`src/rtl/readout_seq.sv`:
```
// readout_seq: walks byte addresses 0..NUM_BYTES-1 through an external select
// decoder and streams each byte out over a valid/ready handshake.
// Ports: clk/rst_n (async active-low), start/abort frame control,
// addr -> decoder, rd_data <- decoder, out_data/out_valid/out_ready stream
// with out_first/out_last framing, busy/done/aborted frame status.
module readout_seq #(
  parameter int NUM_BYTES = 24,
  parameter int SETTLE    = 2
) (
  input  logic       clk,
  input  logic       rst_n,
  input  logic       start,
  input  logic       abort,
  output logic [4:0] addr,
  input  logic [7:0] rd_data,
  output logic [7:0] out_data,
  output logic       out_valid,
  input  logic       out_ready,
  output logic       out_first,
  output logic       out_last,
  output logic       busy,
  output logic       done,
  output logic       aborted
);
  typedef enum logic [2:0] {IDLE, SETTLE_W, CAPTURE, SEND, FINISH} state_t;
  localparam logic [4:0] LAST_ADDR = 5'(NUM_BYTES - 1);
  localparam logic [4:0] IDLE_ADDR = 5'd31;
  state_t     state, state_nx;
  logic [3:0] cnt;
  logic       hs, last_byte, settle_end, in_frame;
  assign hs         = out_valid & out_ready;
  assign last_byte  = addr == LAST_ADDR;
  assign settle_end = cnt == 4'(SETTLE - 1);
  // FINISH is excluded: a frame already wrapping up cannot be aborted again
  assign in_frame   = state == SETTLE_W || state == CAPTURE || state == SEND;
  assign busy       = state != IDLE;
  assign done       = state == FINISH;
  always_ff @(posedge clk or negedge rst_n)
    if (!rst_n) state <= IDLE;
    else        state <= state_nx;
  always_comb begin
    state_nx = state;
    case (state)
      IDLE:     state_nx = start ? SETTLE_W : IDLE;
      SETTLE_W: state_nx = abort ? FINISH : settle_end ? CAPTURE : SETTLE_W;
      CAPTURE:  state_nx = abort ? FINISH : SEND;
      SEND:     state_nx = abort ? FINISH : !hs ? SEND : last_byte ? FINISH : SETTLE_W;
      FINISH:   state_nx = IDLE;
      default:  state_nx = IDLE;
    endcase
  end
  always_ff @(posedge clk or negedge rst_n)
    if (!rst_n) begin
      addr      <= IDLE_ADDR;
      cnt       <= 4'd0;
      out_data  <= 8'd0;
      out_valid <= 1'b0;
      out_first <= 1'b0;
      out_last  <= 1'b0;
      aborted   <= 1'b0;
    end else begin
      case (state)
        IDLE: if (start) begin
          addr    <= 5'd0;
          cnt     <= 4'd0;
          aborted <= 1'b0;
        end
        SETTLE_W: cnt <= settle_end ? 4'd0 : cnt + 4'd1;
        CAPTURE: if (!abort) begin
          out_data  <= rd_data;
          out_valid <= 1'b1;
          out_first <= addr == 5'd0;
          out_last  <= last_byte;
        end
        SEND: if (hs || abort) begin
          out_valid <= 1'b0;
          out_first <= 1'b0;
          out_last  <= 1'b0;
          // an accepted byte still advances only if the frame continues
          if (hs && !abort && !last_byte) addr <= addr + 5'd1;
        end
        FINISH: addr <= IDLE_ADDR;
        default: addr <= IDLE_ADDR;
      endcase
      if (abort && in_frame) aborted <= 1'b1;
    end
endmodule

```
`config.mk`:
```
export PLATFORM = sky130hd
export DESIGN_NAME = readout_seq
export DESIGN_NICKNAME = d
export VERILOG_FILES = /design/src/rtl/readout_seq.sv
export SDC_FILE = /design/constraint.sdc
export NUM_CORES = 1
export LEC_CHECK = 0
export ABC_AREA = 1
export CAP_MARGIN = 5
export CORE_MARGIN = 2
export CORE_UTILIZATION = 45
export DETAILED_ROUTE_END_ITERATION = 8
export PLACE_DENSITY = 0.71
export SYNTH_ARGS = -nofsm -noshare
export SYNTH_HDL_FRONTEND = slang
export SYNTH_SLANG_ARGS = --single-unit
```
`constraint.sdc`:
```
create_clock -name clk -period 1.6 [get_ports clk]
set_clock_uncertainty 0.1 [all_clocks]
set_input_delay 0.24 -clock clk [delete_from_list [all_inputs] [get_ports clk]]
set_output_delay 0.24 -clock clk [all_outputs]
set_load 0.05 [all_outputs]
```
After elaboration in Yosys (flattened, before gate mapping)
Cells that the tools add are included.
{"block": "classes", "n_addsub": 2, "n_eq_ne": 10, "muxes": 25, "bitwise": 3, "n_reduce_logical": 21}
{"cell": "3-bit two-way mux", "n": 5}
{"cell": "5-bit two-way mux", "n": 3}
{"cell": "5-bit case mux with 3 select lines", "n": 1}
{"cell": "3-bit case mux with 4 select lines", "n": 1}
{"cell": "1-bit two-way mux", "n": 8}
{"cell": "4-bit two-way mux", "n": 2}
{"cell": "4-bit case mux with 2 select lines", "n": 1}
{"cell": "2-bit nonzero test", "n": 4}
{"cell": "3-bit by 2-bit == test with 1-bit output (second input constant)", "n": 2}
{"cell": "1-bit case mux with 2 select lines", "n": 3}
{"cell": "2-bit AND reduction", "n": 3}
{"cell": "5-bit by 1-bit adder with 5-bit output (second input constant)", "n": 1}
{"cell": "5-bit == test (second input constant)", "n": 1}
{"cell": "5-bit zero test", "n": 1}
{"cell": "4-bit by 1-bit adder with 4-bit output (second input constant)", "n": 1}
{"cell": "4-bit by 1-bit == test with 1-bit output (second input constant)", "n": 1}
{"cell": "2-bit by 1-bit != test with 1-bit output (second input constant)", "n": 2}
{"cell": "2-bit != test (second input constant)", "n": 2}
{"cell": "4-bit AND reduction", "n": 1}
{"cell": "3-bit by 1-bit == test with 1-bit output (second input constant)", "n": 1}
{"cell": "3-bit == test (second input constant)", "n": 1}
{"cell": "1-bit logical AND", "n": 3}
{"cell": "3-bit zero test", "n": 1}
{"cell": "1-bit logical OR", "n": 3}
{"cell": "other kinds (7)", "n": 9}
{"block": "totals", "register_bits": 24, "out_inout_bits": 19, "word_cells": 69}

Longest topological paths before layout
Gate-level depths: netlist of run 1.
{"block": "depth", "depth_word": 6, "mapped_depth": 8}

Worst setup path after synthesis of run 1
Ideal clock, no wire load.
{"block": "synth_timing", "kind": "reg2reg", "startpoint": "register addr[1]", "endpoint": "register addr[3]", "setup_ns": 0.061, "arrival_ns": 1.495, "setup_slack_ns": -0.055, "path_stages_with_launch": 8, "path_buffers": 0, "cell_sequence": "dfstp_2 > ha_1 > nand4_1 > nand2_1 > nand2_4 > nand2_4 > nand2_1 > nand2_1"}
{"block": "synth_via", "elab_chain_len": 5, "word_cells_on_any_way": 9}
{"item": "start: declaration", "line_no": "14", "text": "output logic [4:0] addr,"}
{"item": "start signal: assignment", "line_no": "80", "text": "if (hs && !abort && !last_byte) addr <= addr + 5'd1;"}
{"item": "parallel branches: the longest is 5 deep, another holds 5-bit by 1-bit adder with 5-bit output"}
Several ways; the timed one is not identified. The select of a mux whose other input is x is not followed.
A chain may end at the register's enable or synchronous reset.

Final worst setup path of run 1
{"block": "layout_timing", "startpoint": "register state[1]", "endpoint": "output port done"}
{"block": "layout_via", "elab_chain_len": 1}
{"item": "start: declaration", "line_no": "28", "text": "state_t state, state_nx;"}
{"item": "start signal: assignment", "line_no": "40", "text": "else state <= state_nx;"}
{"item": "3-bit == test", "line_no": "37", "text": "assign done = state == FINISH;"}
{"item": "end: declaration", "line_no": "22", "text": "output logic done,"}
Every way passes these cells.

==> metrics.txt, run 1 <==
# TYPE chip_impl_metric gauge
chip_impl_metric{name="routed_wire_length_per_instance",unit="um"} 13.2
chip_impl_metric{name="cts_htree_levels",unit=""} 1
chip_impl_metric{name="starting_drc_count_in_detailed_routing",unit=""} 36
chip_impl_metric{name="worst_skew_pair.late_latency",unit="ns"} 0.32
chip_impl_metric{name="timing.final.hold_violations",unit=""} 0
chip_impl_metric{name="synth_area",unit="mm^2"} 0.00135
chip_impl_metric{name="yosys_register_bits",unit=""} 24
chip_impl_metric{name="detail-route-antenna-nets",unit=""} 0
chip_impl_metric{name="powerDensity",unit="mW/mm^2"} 2410
chip_impl_metric{name="post-route-cell-area",unit="mm^2"} 0.00199
chip_impl_metric{name="critical_path_peak_fanout",unit=""} 4
chip_impl_metric{name="min_clock_period_post_route",unit="ns"} 1.58
chip_impl_metric{name="worstPathRequired",unit="ns"} 1.26
chip_impl_metric{name="area_delta_synth_final",unit="%"} 47.6
chip_impl_metric{name="tightestPinTransition",unit="ns"} 0.296
chip_impl_info{name="failed_checks",value="design-rule violations"} 1
chip_impl_info{name="hold_path.class",value="input port to async pin"} 1
chip_impl_metric{name="die-area",unit="mm^2"} 0.00345
chip_impl_metric{name="placed_cell_area",unit="mm^2"} 0.00183
chip_impl_metric{name="grt.overflow.total",unit=""} 0
chip_impl_metric{name="synth_sequential_area_ratio",unit=""} 0.451
chip_impl_metric{name="cts_inserted_buffers",unit=""} 3
chip_impl_info{name="tritoncts_clock_tree",value="built"} 1
chip_impl_metric{name="fp.dieW",unit="um"} 58.7
chip_impl_metric{name="first_global_vias",unit=""} 1200
chip_impl_info{name="ys_top_cells_by_area",value="sky130_fd_sc_hd__dfrtp_1 (35%), sky130_fd_sc_hd__nand2_1 (12%), sky130_fd_sc_hd__dfstp_2 (9.8%), sky130_fd_sc_hd__nand3_1 (5.6%), sky130_fd_sc_hd__o21ai_2 (5.2%)"} 1
chip_impl_metric{name="timing.final.max_slew_violations",unit=""} 0
chip_impl_metric{name="synthesized_netlist_cell_count",unit=""} 157
chip_impl_metric{name="clock_sink_count",unit=""} 24
chip_impl_info{name="timing.rr.end",value="addr[4]"} 1
chip_impl_metric{name="detail_route.wirelength",unit="mm"} 3.11
chip_impl_metric{name="distinct_cell_type_count_after_synthesis",unit=""} 27
chip_impl_metric{name="flip_flop_and_latch_area",unit="um^2"} 614
chip_impl_metric{name="cts.reportedPaths.clkPinSlew",unit="ns"} 0.14
chip_impl_metric{name="hpwl",unit="mm"} 2.27
chip_impl_metric{name="floorplan.die.height",unit="um"} 58.7
chip_impl_metric{name="worst-r2r-setup-slack",unit="ns"} 0.05
chip_impl_metric{name="syn_area_per_cell",unit="um^2"} 8.58
chip_impl_metric{name="largest_net_degree_at_the_start_of_global_routing",unit=""} 25
chip_impl_metric{name="drive_gt1_frac",unit=""} 0.363
chip_impl_metric{name="routabilityCongestion",unit=""} 0.842
chip_impl_metric{name="cap_viol_max_count",unit=""} 0
chip_impl_metric{name="worst_ep_arrival_time",unit="ns"} 1.24
chip_impl_info{name="ctsRootBufferMaster",value="sky130_fd_sc_hd__clkbuf_4"} 1
chip_impl_info{name="worstSetupEndpointType",value="primary output"} 1
chip_impl_metric{name="port_buffers",unit=""} 31
chip_impl_info{name="rsz0062_at_grt",value="true"} 1
chip_impl_metric{name="syn_nets",unit=""} 174
chip_impl_info{name="startpoint_type",value="flip-flop"} 1
chip_impl_metric{name="number_of_rows_created_at_floorplan",unit=""} 19
chip_impl_metric{name="layout.nets",unit=""} 222
chip_impl_metric{name="cts-root-to-sink-buffers",unit=""} 2
chip_impl_metric{name="antenna_fix_cells",unit=""} 0
chip_impl_metric{name="final.fill_count",unit=""} 216
chip_impl_metric{name="peakVddDrop",unit="V"} 0.00136
chip_impl_metric{name="setup_total_negative_slack",unit="ns"} 0
chip_impl_info{name="yosysTopAreaCell",value="sky130_fd_sc_hd__dfrtp_1"} 1
chip_impl_metric{name="r2r_cells",unit=""} 7
chip_impl_metric{name="synth.yosys.warnings",unit=""} 0
chip_impl_metric{name="finalCoreUtilization",unit=""} 0.708
chip_impl_metric{name="period_share",unit=""} 0.987
chip_impl_metric{name="leakage",unit="nW"} 0.990
chip_impl_metric{name="detailedRoute.firstPassIterationCount",unit=""} 6
chip_impl_metric{name="setup_viol",unit=""} 0
chip_impl_metric{name="initial_core_util",unit=""} 0.480
chip_impl_metric{name="core_area",unit="mm^2"} 0.00281
chip_impl_info{name="result_of_the_run",value="complete, but fails checks"} 1
chip_impl_metric{name="post_drt_via_cell_ratio",unit=""} 5.13
chip_impl_metric{name="timing.hold.ws",unit="ns"} 0.140
chip_impl_metric{name="initial_antenna_violation_count",unit=""} 0
chip_impl_metric{name="fmax",unit="MHz"} 633
chip_impl_info{name="worstSetupPathType",value="flip-flop to primary output"} 1
chip_impl_metric{name="multi_input_area",unit="um^2"} 671
chip_impl_info{name="worstReg2RegStart",value="addr[1]"} 1
chip_impl_metric{name="grt_first_pass_wirelength",unit="mm"} 5.40
chip_impl_metric{name="top_level_pins",unit=""} 32
chip_impl_metric{name="route.detailed.drc",unit=""} 3
chip_impl_metric{name="detailroute.via_count",unit=""} 1205
chip_impl_metric{name="yosysTopAreaCellShare",unit=""} 0.353
chip_impl_metric{name="cts-hold-fix-buffers",unit=""} 0
chip_impl_metric{name="max_slew_margin",unit=""} 0.803
chip_impl_metric{name="grt_use_total",unit=""} 0.206
==> worst max-delay path by stage <==
| stage | start | endpoint | cells past startpoint |
|---|---|---|---|
| 2_1_floorplan | addr[2] | addr[3] | 7 |
| 3_3_place_gp | addr[0] | addr[1] | 7 |
| 3_5_place_dp | addr[0] | addr[3] | 7 |
| 4_1_cts | addr[2] | addr[2] | 2 |
| 5_1_grt | addr[1] | addr[4] | 7 |
| 6_report | state[1] | done | 4 |
==> critical path, cell delays in order (launching register included) <==
cell                      delay [ns]
sky130_fd_sc_hd__dfrtp_1        0.43
sky130_fd_sc_hd__inv_2          0.10
sky130_fd_sc_hd__nand2_2        0.07
sky130_fd_sc_hd__nor2_2         0.16
sky130_fd_sc_hd__buf_12         0.15
==> cell usage after synthesis, drive strengths merged <==
cell type,n
buf,2
nand2,50
dfrtp,19
ha,4
nand3,20
xor2,2
xnor2,1
o22ai,2
o21ai,14
a21oi,2
nor2,10
nand4,5
inv,20
or2,1
dfstp,5
==> report_power, final <==
group	switching [mW]	internal (mW)	total, mW
clock	0.193	0.253	0.447
combinational	1.82	1.30	3.12
sequential	0.277	0.942	1.22
total	2.29	2.50	4.79
==> layout make-up <==
type / instances / share of cell area
multi-input combinational: 111 / 0.338
clock inverter: 1 / 0.0151
sequential: 24 / 0.309
tap: 31 / 0.0195
clock buffer: 3 / 0.0113
timing repair buffer: 45 / 0.267
inverter: 20 / 0.0403
==> layout by cell type, fill, tap and decap left out, drive strengths merged <==
cell,count
nand3,20
a21oi,2
clkbuf,3
bufinv,1
or2,1
o22ai,2
ha,4
xnor2,1
nor2,10
o21ai,14
inv,20
dfstp,5
dfrtp,19
clkdlybuf4s50,12
buf,33
nand4,5
nand2,50
xor2,2
==> registers in the layout, indices dropped and copies added, names as in the netlist <==
signal / count
out_data: 8
addr: 5
cnt: 4
state: 3
aborted: 1
out_first: 1
out_last: 1
out_valid: 1
==> logic make-up (layout without fill, tap and decap cells) <==
| logic type | Yosys count | after routing | share of synthesized area |
|---|---|---|---|
| buffers and inverters | 22 | 69 | 0.0697 |
| adder cells (fa/ha/maj) | 4 | 4 | 0.0372 |
| AND/OR/NAND/NOR | 86 | 86 | 0.332 |
| XOR/XNOR | 3 | 3 | 0.0195 |
| flip-flops | 24 | 24 | 0.451 |
| AO/OA/AOI/OAI | 18 | 18 | 0.0911 |
==> metrics by stage <==
stage / worst slack (ns) / std cells / total power, mW
detailed placement: 0.0105 / 221 / 4.09
finish: 0.0202 / 235 / 4.79
global route: -0.0423 / 235 / 5.08
floorplan: 0.0389 / 157 / 2.98
CTS: 0.0129 / 232 / 4.70
global placement: 0.0511 / 221 / 4.01
==> metal layers <==
layer / vias up / global-route usage / share of wire
met5: - / 0 / 0
met4: 0 / 0.0682 / 0.0077
met3: 4 / 0.0308 / 0.065
met2: 41 / 0.353 / 0.49
met1: 560 / 0.267 / 0.44
li1: 600 / - / -
==> repair_timing <==
item,CTS,global route
setup buffers,7,3
pin swaps,2,9
setup endpoints to repair,8,11
resized for setup,0,6
Note: power is estimated with default switching activity, not from simulation.
==> run 2, diff against run 1 <==
==> constraint.sdc (replaced) <==
create_clock -name clk -period 1.6 [get_ports clk]
set_clock_uncertainty 0.1 [all_clocks]
set_input_delay 0.24 -clock clk [delete_from_list [all_inputs] [get_ports clk]]
set_output_delay 0.24 -clock clk [all_outputs]
set_load 0.02 [all_outputs]
==> metrics.txt, run 2 (synthesis results as in run 1) <==
# TYPE chip_impl_metric gauge
chip_impl_info{name="result_of_the_run",value="complete, but fails checks"} 1
chip_impl_info{name="failed_checks",value="design-rule violations"} 1
chip_impl_metric{name="setup_total_negative_slack",unit="ns"} 0
chip_impl_metric{name="period_share",unit=""} 0.959
chip_impl_metric{name="clock_sink_count",unit=""} 24
chip_impl_info{name="largest_registers_ranked_by_flip_flop_count",value="out_data x8, addr x5, cnt x4"} 1
chip_impl_metric{name="largest_reg_flops",unit=""} 8
chip_impl_metric{name="cts_inserted_buffers",unit=""} 3
chip_impl_metric{name="routed_wire_length_per_instance",unit="um"} 11.8
chip_impl_metric{name="first_global_vias",unit=""} 1100
chip_impl_metric{name="cts_htree_levels",unit=""} 1
chip_impl_metric{name="tightestPinTransition",unit="ns"} 0.298
chip_impl_info{name="worstSetupPathType",value="flip-flop to primary output"} 1
chip_impl_metric{name="largest_net_degree_at_the_start_of_global_routing",unit=""} 25
chip_impl_metric{name="hpwl",unit="mm"} 2.07
chip_impl_metric{name="number_of_rows_created_at_floorplan",unit=""} 19
chip_impl_metric{name="initial_core_util",unit=""} 0.480
chip_impl_metric{name="starting_drc_count_in_detailed_routing",unit=""} 38
chip_impl_metric{name="min_clock_period_post_route",unit="ns"} 1.53
chip_impl_metric{name="detail-route-antenna-nets",unit=""} 0
chip_impl_info{name="cp_cell_sequence",value="dlygate4sd2_1"} 1
chip_impl_metric{name="post-route-cell-area",unit="mm^2"} 0.00177
chip_impl_info{name="rsz0062_at_grt",value="false"} 1
chip_impl_metric{name="final.fill_count",unit=""} 252
chip_impl_metric{name="area_delta_synth_final",unit="%"} 31.8
chip_impl_metric{name="cts-root-to-sink-buffers",unit=""} 2
chip_impl_metric{name="r2r_cells",unit=""} 7
chip_impl_info{name="cp_top_family",value="flip-flops"} 1
chip_impl_info{name="registers.top_by_ff_count",value="out_data"} 1
chip_impl_info{name="startpoint_type",value="flip-flop"} 1
chip_impl_info{name="hold_path.class",value="input port to async pin"} 1
chip_impl_metric{name="detailedRoute.firstPassIterationCount",unit=""} 6
chip_impl_metric{name="drive_gt1_frac",unit=""} 0.243
chip_impl_metric{name="core_area",unit="mm^2"} 0.00281
chip_impl_metric{name="initial_antenna_violation_count",unit=""} 0
chip_impl_metric{name="bufs_and_invs_on_worst_path",unit=""} 1
chip_impl_metric{name="placed_cell_area",unit="mm^2"} 0.00177
chip_impl_metric{name="detail_route.wirelength",unit="mm"} 2.74
chip_impl_metric{name="worstPathRequired",unit="ns"} 1.26
chip_impl_metric{name="critical_path_peak_fanout",unit=""} 2
chip_impl_metric{name="cp.depth",unit=""} 1
chip_impl_metric{name="routabilityCongestion",unit=""} 0.886
chip_impl_metric{name="timing.final.hold_violations",unit=""} 0
chip_impl_metric{name="post_drt_via_cell_ratio",unit=""} 4.94
chip_impl_metric{name="detailroute.via_count",unit=""} 1151
chip_impl_metric{name="fp.dieW",unit="um"} 58.7
chip_impl_metric{name="top_level_pins",unit=""} 32
chip_impl_info{name="worstSetupEndpointType",value="primary output"} 1
chip_impl_metric{name="grt.overflow.total",unit=""} 0
chip_impl_info{name="timing.rr.end",value="addr[4]"} 1
chip_impl_metric{name="peakVddDrop",unit="V"} 0.00111
chip_impl_metric{name="route.detailed.drc",unit=""} 2
chip_impl_metric{name="grt_use_total",unit=""} 0.184
chip_impl_info{name="most_common_library_cell_in_the_layout_ignoring_fill_and_taps",value="sky130_fd_sc_hd__nand2_1"} 1
chip_impl_metric{name="worst-r2r-setup-slack",unit="ns"} 0.07
chip_impl_metric{name="powerDensity",unit="mW/mm^2"} 1920
chip_impl_metric{name="antenna_fix_cells",unit=""} 0
chip_impl_metric{name="cts.reportedPaths.clkPinSlew",unit="ns"} 0.13
chip_impl_info{name="slowest_stage",value="sky130_fd_sc_hd__dfstp_2"} 1
chip_impl_metric{name="max_slew_margin",unit=""} 0.801
chip_impl_info{name="worstReg2RegStart",value="addr[0]"} 1
chip_impl_metric{name="slowest_delay",unit="ns"} 0.55
chip_impl_metric{name="worst_skew_pair.late_latency",unit="ns"} 0.31
chip_impl_metric{name="timing.final.max_slew_violations",unit=""} 0
chip_impl_info{name="ctsRootBufferMaster",value="sky130_fd_sc_hd__clkbuf_4"} 1
chip_impl_metric{name="die-area",unit="mm^2"} 0.00345
chip_impl_metric{name="floorplan.die.height",unit="um"} 58.7
chip_impl_metric{name="fmax",unit="MHz"} 652
chip_impl_metric{name="setup_viol",unit=""} 0
chip_impl_metric{name="cap_viol_max_count",unit=""} 0
chip_impl_metric{name="cts-hold-fix-buffers",unit=""} 0
chip_impl_metric{name="grt_first_pass_wirelength",unit="mm"} 4.89
chip_impl_info{name="layout_common_cells",value="sky130_fd_sc_hd__nand2_1 (44), sky130_fd_sc_hd__dfrtp_1 (19), sky130_fd_sc_hd__inv_1 (16)"} 1
chip_impl_info{name="worstSetupStartpoint",value="addr[4]"} 1
chip_impl_info{name="crit_end",value="addr[4]"} 1
chip_impl_metric{name="worst_ep_arrival_time",unit="ns"} 1.19
chip_impl_metric{name="port_buffers",unit=""} 31
chip_impl_metric{name="layout.nets",unit=""} 220
chip_impl_info{name="tritoncts_clock_tree",value="built"} 1
chip_impl_metric{name="leakage",unit="nW"} 0.938
[run 2: cell count changes in the layout (fill, tap and decap cells not counted), moves of 2 or more]
cell | previous run | this run
sky130_fd_sc_hd__dfstp_4 | 2 | 0
sky130_fd_sc_hd__clkbuf_2 | 0 | 2
sky130_fd_sc_hd__dfstp_2 | 3 | 5
sky130_fd_sc_hd__nand2_1 | 40 | 44
sky130_fd_sc_hd__dlygate4sd2_1 | 0 | 15
sky130_fd_sc_hd__nand2_2 | 8 | 4
sky130_fd_sc_hd__buf_4 | 20 | 11
sky130_fd_sc_hd__buf_12 | 13 | 1
[run 2: worst min path at each step]
stage               startpoint      end
finish                   rst_n   cnt[3]
global route             rst_n   cnt[3]
CTS                      rst_n   cnt[3]
detailed placement     aborted  aborted
global placement       aborted  aborted
floorplan                rst_n  aborted
[run 2: final cells by class]
cell class	count	area (um^2)	share of cell area
Timing Repair Buffer	43	379	0.214
Sequential cell	24	607	0.342
Clock buffer	4	26.3	0.0148
Multi-Input combinational cell	111	646	0.364
Tap cell	31	38.8	0.0219
Inverter	20	77.6	0.0437
[run 2: per-layer routing]
layer,track usage,part of all wire,vias to the layer above
met5,0,0,-
met4,0.0779,0.016,0
met3,0.0352,0.057,4
met2,0.276,0.43,24
met1,0.262,0.49,528
li1,-,-,595
[run 2: metrics by stage]
step / hold slack, ns / total power [mW] / setup slack (ns) / instances / util
floorplan: -0.156 / 2.44 / 0.0977 / 157 / -
global placement: 0.355 / 3.20 / 0.0391 / 227 / 0.630
detailed placement: 0.359 / 3.26 / 0.000717 / 227 / 0.630
CTS: 0.153 / 3.44 / 0.0131 / 233 / 0.638
global route: 0.171 / 3.72 / 0.00210 / 233 / 0.632
finish: 0.157 / 3.40 / 0.0657 / 233 / 0.632
[run 2: repair_timing]
action	in CTS	in global routing
gates cloned	0	0
buffers inserted	2	0
resized for setup	23	4
setup endpoints to repair	19	4
[run 2: where the power goes]
group	switching, mW	total [mW]	internal [mW]
Clock	0.180	0.278	0.0975
Combinational	1.22	2.01	0.792
Sequential	0.193	1.11	0.922
==> run 3, diff against run 2 <==
==> constraint.sdc (replaced) <==
create_clock -name clk -period 1.6 [get_ports clk]
set_clock_uncertainty 0.1 [all_clocks]
set_input_delay 0.4 -clock clk [delete_from_list [all_inputs] [get_ports clk]]
set_output_delay 0.4 -clock clk [all_outputs]
set_load 0.02 [all_outputs]
==> metrics.txt, run 3 (synthesis results as in run 1) <==
# TYPE chip_impl_metric gauge
chip_impl_metric{name="worstPathRequired",unit="ns"} 1.10
chip_impl_metric{name="final.setup.worst_slack",unit="ns"} -0.0197
chip_impl_metric{name="timing.final.hold_violations",unit=""} 0
chip_impl_metric{name="routed_wire_length_per_instance",unit="um"} 12.6
chip_impl_info{name="most_common_library_cell_in_the_layout_ignoring_fill_and_taps",value="sky130_fd_sc_hd__nand2_1"} 1
chip_impl_info{name="worstSetupEndpointType",value="primary output"} 1
chip_impl_metric{name="grt_use_total",unit=""} 0.196
chip_impl_metric{name="post-route-cell-area",unit="mm^2"} 0.00187
chip_impl_metric{name="design_power_total",unit="mW"} 3.69
chip_impl_metric{name="worst_skew_pair.late_latency",unit="ns"} 0.32
chip_impl_metric{name="grt.overflow.total",unit=""} 0
chip_impl_metric{name="peakVddDrop",unit="V"} 0.00118
chip_impl_metric{name="cts_inserted_buffers",unit=""} 3
chip_impl_metric{name="route.detailed.drc",unit=""} 2
chip_impl_metric{name="placed_cell_area",unit="mm^2"} 0.00182
chip_impl_metric{name="critical_path_peak_fanout",unit=""} 3
chip_impl_metric{name="setup_viol",unit=""} 1
chip_impl_metric{name="port_buffers",unit=""} 31
chip_impl_metric{name="bufs_and_invs_on_worst_path",unit=""} 2
chip_impl_metric{name="largest_reg_flops",unit=""} 8
chip_impl_metric{name="detail-route-antenna-nets",unit=""} 0
chip_impl_metric{name="layout.cells.non_filler",unit=""} 241
chip_impl_metric{name="fp.dieW",unit="um"} 58.7
chip_impl_metric{name="detailroute.via_count",unit=""} 1212
chip_impl_metric{name="worst_ep_arrival_time",unit="ns"} 1.12
chip_impl_metric{name="clock_sink_count",unit=""} 24
chip_impl_info{name="cp_cell_sequence",value="inv_4 -> nand2_2 -> nor2_1 -> buf_4"} 1
chip_impl_metric{name="core_area",unit="mm^2"} 0.00281
chip_impl_metric{name="cts.reportedPaths.clkPinSlew",unit="ns"} 0.14
chip_impl_metric{name="cts-hold-fix-buffers",unit=""} 0
chip_impl_metric{name="cts-root-to-sink-buffers",unit=""} 2
chip_impl_info{name="worstSetupPathType",value="flip-flop to primary output"} 1
chip_impl_info{name="failed_checks",value="design-rule violations, negative setup slack"} 1
chip_impl_info{name="registers.top_by_ff_count",value="out_data"} 1
chip_impl_metric{name="first_global_vias",unit=""} 1207
chip_impl_metric{name="initial_core_util",unit=""} 0.480
chip_impl_info{name="layout_common_cells",value="sky130_fd_sc_hd__nand2_1 (38), sky130_fd_sc_hd__dfrtp_1 (19), sky130_fd_sc_hd__buf_4 (17)"} 1
chip_impl_metric{name="max_slew_margin",unit=""} 0.853
chip_impl_metric{name="finalCoreUtilization",unit=""} 0.668
chip_impl_metric{name="post_drt_via_cell_ratio",unit=""} 5.03
chip_impl_metric{name="drive_gt1_frac",unit=""} 0.333
chip_impl_metric{name="layout.nets",unit=""} 228
chip_impl_metric{name="cap_viol_max_count",unit=""} 0
chip_impl_metric{name="timing.hold.ws",unit="ns"} 0.310
chip_impl_info{name="result_of_the_run",value="complete, but fails checks"} 1
chip_impl_metric{name="routabilityCongestion",unit=""} 0.840
chip_impl_metric{name="floorplan.die.height",unit="um"} 58.7
chip_impl_metric{name="grt_first_pass_wirelength",unit="mm"} 5.18
chip_impl_info{name="startpoint_type",value="flip-flop"} 1
chip_impl_metric{name="detail_route.wirelength",unit="mm"} 3.03
chip_impl_metric{name="area_delta_synth_final",unit="%"} 39.2
chip_impl_metric{name="detailedRoute.firstPassIterationCount",unit=""} 6
chip_impl_metric{name="cts_htree_levels",unit=""} 1
chip_impl_metric{name="powerDensity",unit="mW/mm^2"} 1970
chip_impl_metric{name="fmax",unit="MHz"} 617
chip_impl_metric{name="largest_net_degree_at_the_start_of_global_routing",unit=""} 25
chip_impl_metric{name="die-area",unit="mm^2"} 0.00345
chip_impl_metric{name="leakage",unit="nW"} 0.983
chip_impl_metric{name="period_share",unit=""} 1.01
chip_impl_info{name="hold_path.class",value="input port to async pin"} 1
chip_impl_metric{name="top_level_pins",unit=""} 32
chip_impl_info{name="tritoncts_clock_tree",value="built"} 1
chip_impl_info{name="rsz0062_at_grt",value="true"} 1
chip_impl_metric{name="number_of_rows_created_at_floorplan",unit=""} 19
chip_impl_metric{name="hpwl",unit="mm"} 2.23
chip_impl_info{name="slowest_stage",value="sky130_fd_sc_hd__dfrtp_1"} 1
chip_impl_info{name="cp_top_family",value="flip-flops"} 1
chip_impl_metric{name="tightestPinTransition",unit="ns"} 0.220
chip_impl_info{name="largest_registers_ranked_by_flip_flop_count",value="out_data x8, addr x5, cnt x4"} 1
chip_impl_info{name="ctsRootBufferMaster",value="sky130_fd_sc_hd__clkbuf_4"} 1
chip_impl_metric{name="initial_antenna_violation_count",unit=""} 0
chip_impl_metric{name="placed_cells_incl_taps",unit=""} 233
chip_impl_metric{name="timing.final.max_slew_violations",unit=""} 0
chip_impl_metric{name="starting_drc_count_in_detailed_routing",unit=""} 49
chip_impl_metric{name="min_clock_period_post_route",unit="ns"} 1.62
chip_impl_metric{name="antenna_fix_cells",unit=""} 0
chip_impl_metric{name="slowest_delay",unit="ns"} 0.44
run 3: cell types whose count changed in the layout (fill, tap and decap cells not counted), moves of 2 or more:
cell,delta
sky130_fd_sc_hd__dlygate4sd2_1,-4
sky130_fd_sc_hd__buf_2,+5
sky130_fd_sc_hd__nand2_2,+6
sky130_fd_sc_hd__buf_6,+2
sky130_fd_sc_hd__nand2_1,-6
sky130_fd_sc_hd__buf_4,+6
run 3: timing repair:
item / in CTS / in global routing
pin swaps: 0 / 9
gates resized for setup: 41 / 13
endpoints found under the setup margin: 19 / 10
buffers inserted: 0 / 4
run 3: cell type report:
| type | instances | area, um^2 |
|---|---|---|
| Fill cell | 232 | 931 |
| Multi-Input combinational cell | 111 | 673 |
| Sequential cell | 24 | 607 |
| Timing Repair Buffer | 51 | 442 |
| Inverter | 20 | 77.6 |
| Tap cell | 31 | 38.8 |
| Clock buffer | 4 | 36.3 |
run 3: per-stage QoR:
| step | TNS (ns) | setup slack [ns] |
|---|---|---|
| after floorplan | 0 | 0.0977 |
| after global routing | -0.286 | -0.0810 |
| final | -0.0197 | -0.0197 |
| after detailed placement | -1.36 | -0.117 |
| after global placement | -1.07 | -0.0934 |
| after CTS | -0.0242 | -0.0242 |
run 3: final timing paths:
check	start	end	slack (ns)	depth (start not counted)
max	state[0]	done	-0.02	4
min	rst_n	aborted	0.31	2
max reg2reg	addr[0]	addr[0]	0.05	8
min reg2reg	aborted	aborted	0.39	2
max in group asynchronous	rst_n	addr[0]	0.86	2
min in group clk	aborted	aborted	0.39	2
run 3: where the power goes:
| group | internal [mW] | leakage [nW] | switching, mW | total (mW) |
|---|---|---|---|---|
| registers | 0.920 | 0.301 | 0.169 | 1.09 |
| logic | 0.933 | 0.661 | 1.34 | 2.28 |
| clock network | 0.139 | 0.0210 | 0.187 | 0.326 |
| total | 1.99 | 0.983 | 1.70 | 3.69 |
run 3: per-layer routing:
metal  GRT usage  vias to the layer above  part of all wire
met5           0                        -                 0
met4      0.0714                        0            0.0063
met3      0.0374                        2             0.061
met2       0.334                       36              0.48
met1       0.247                      565              0.45
li1            -                      609                 -
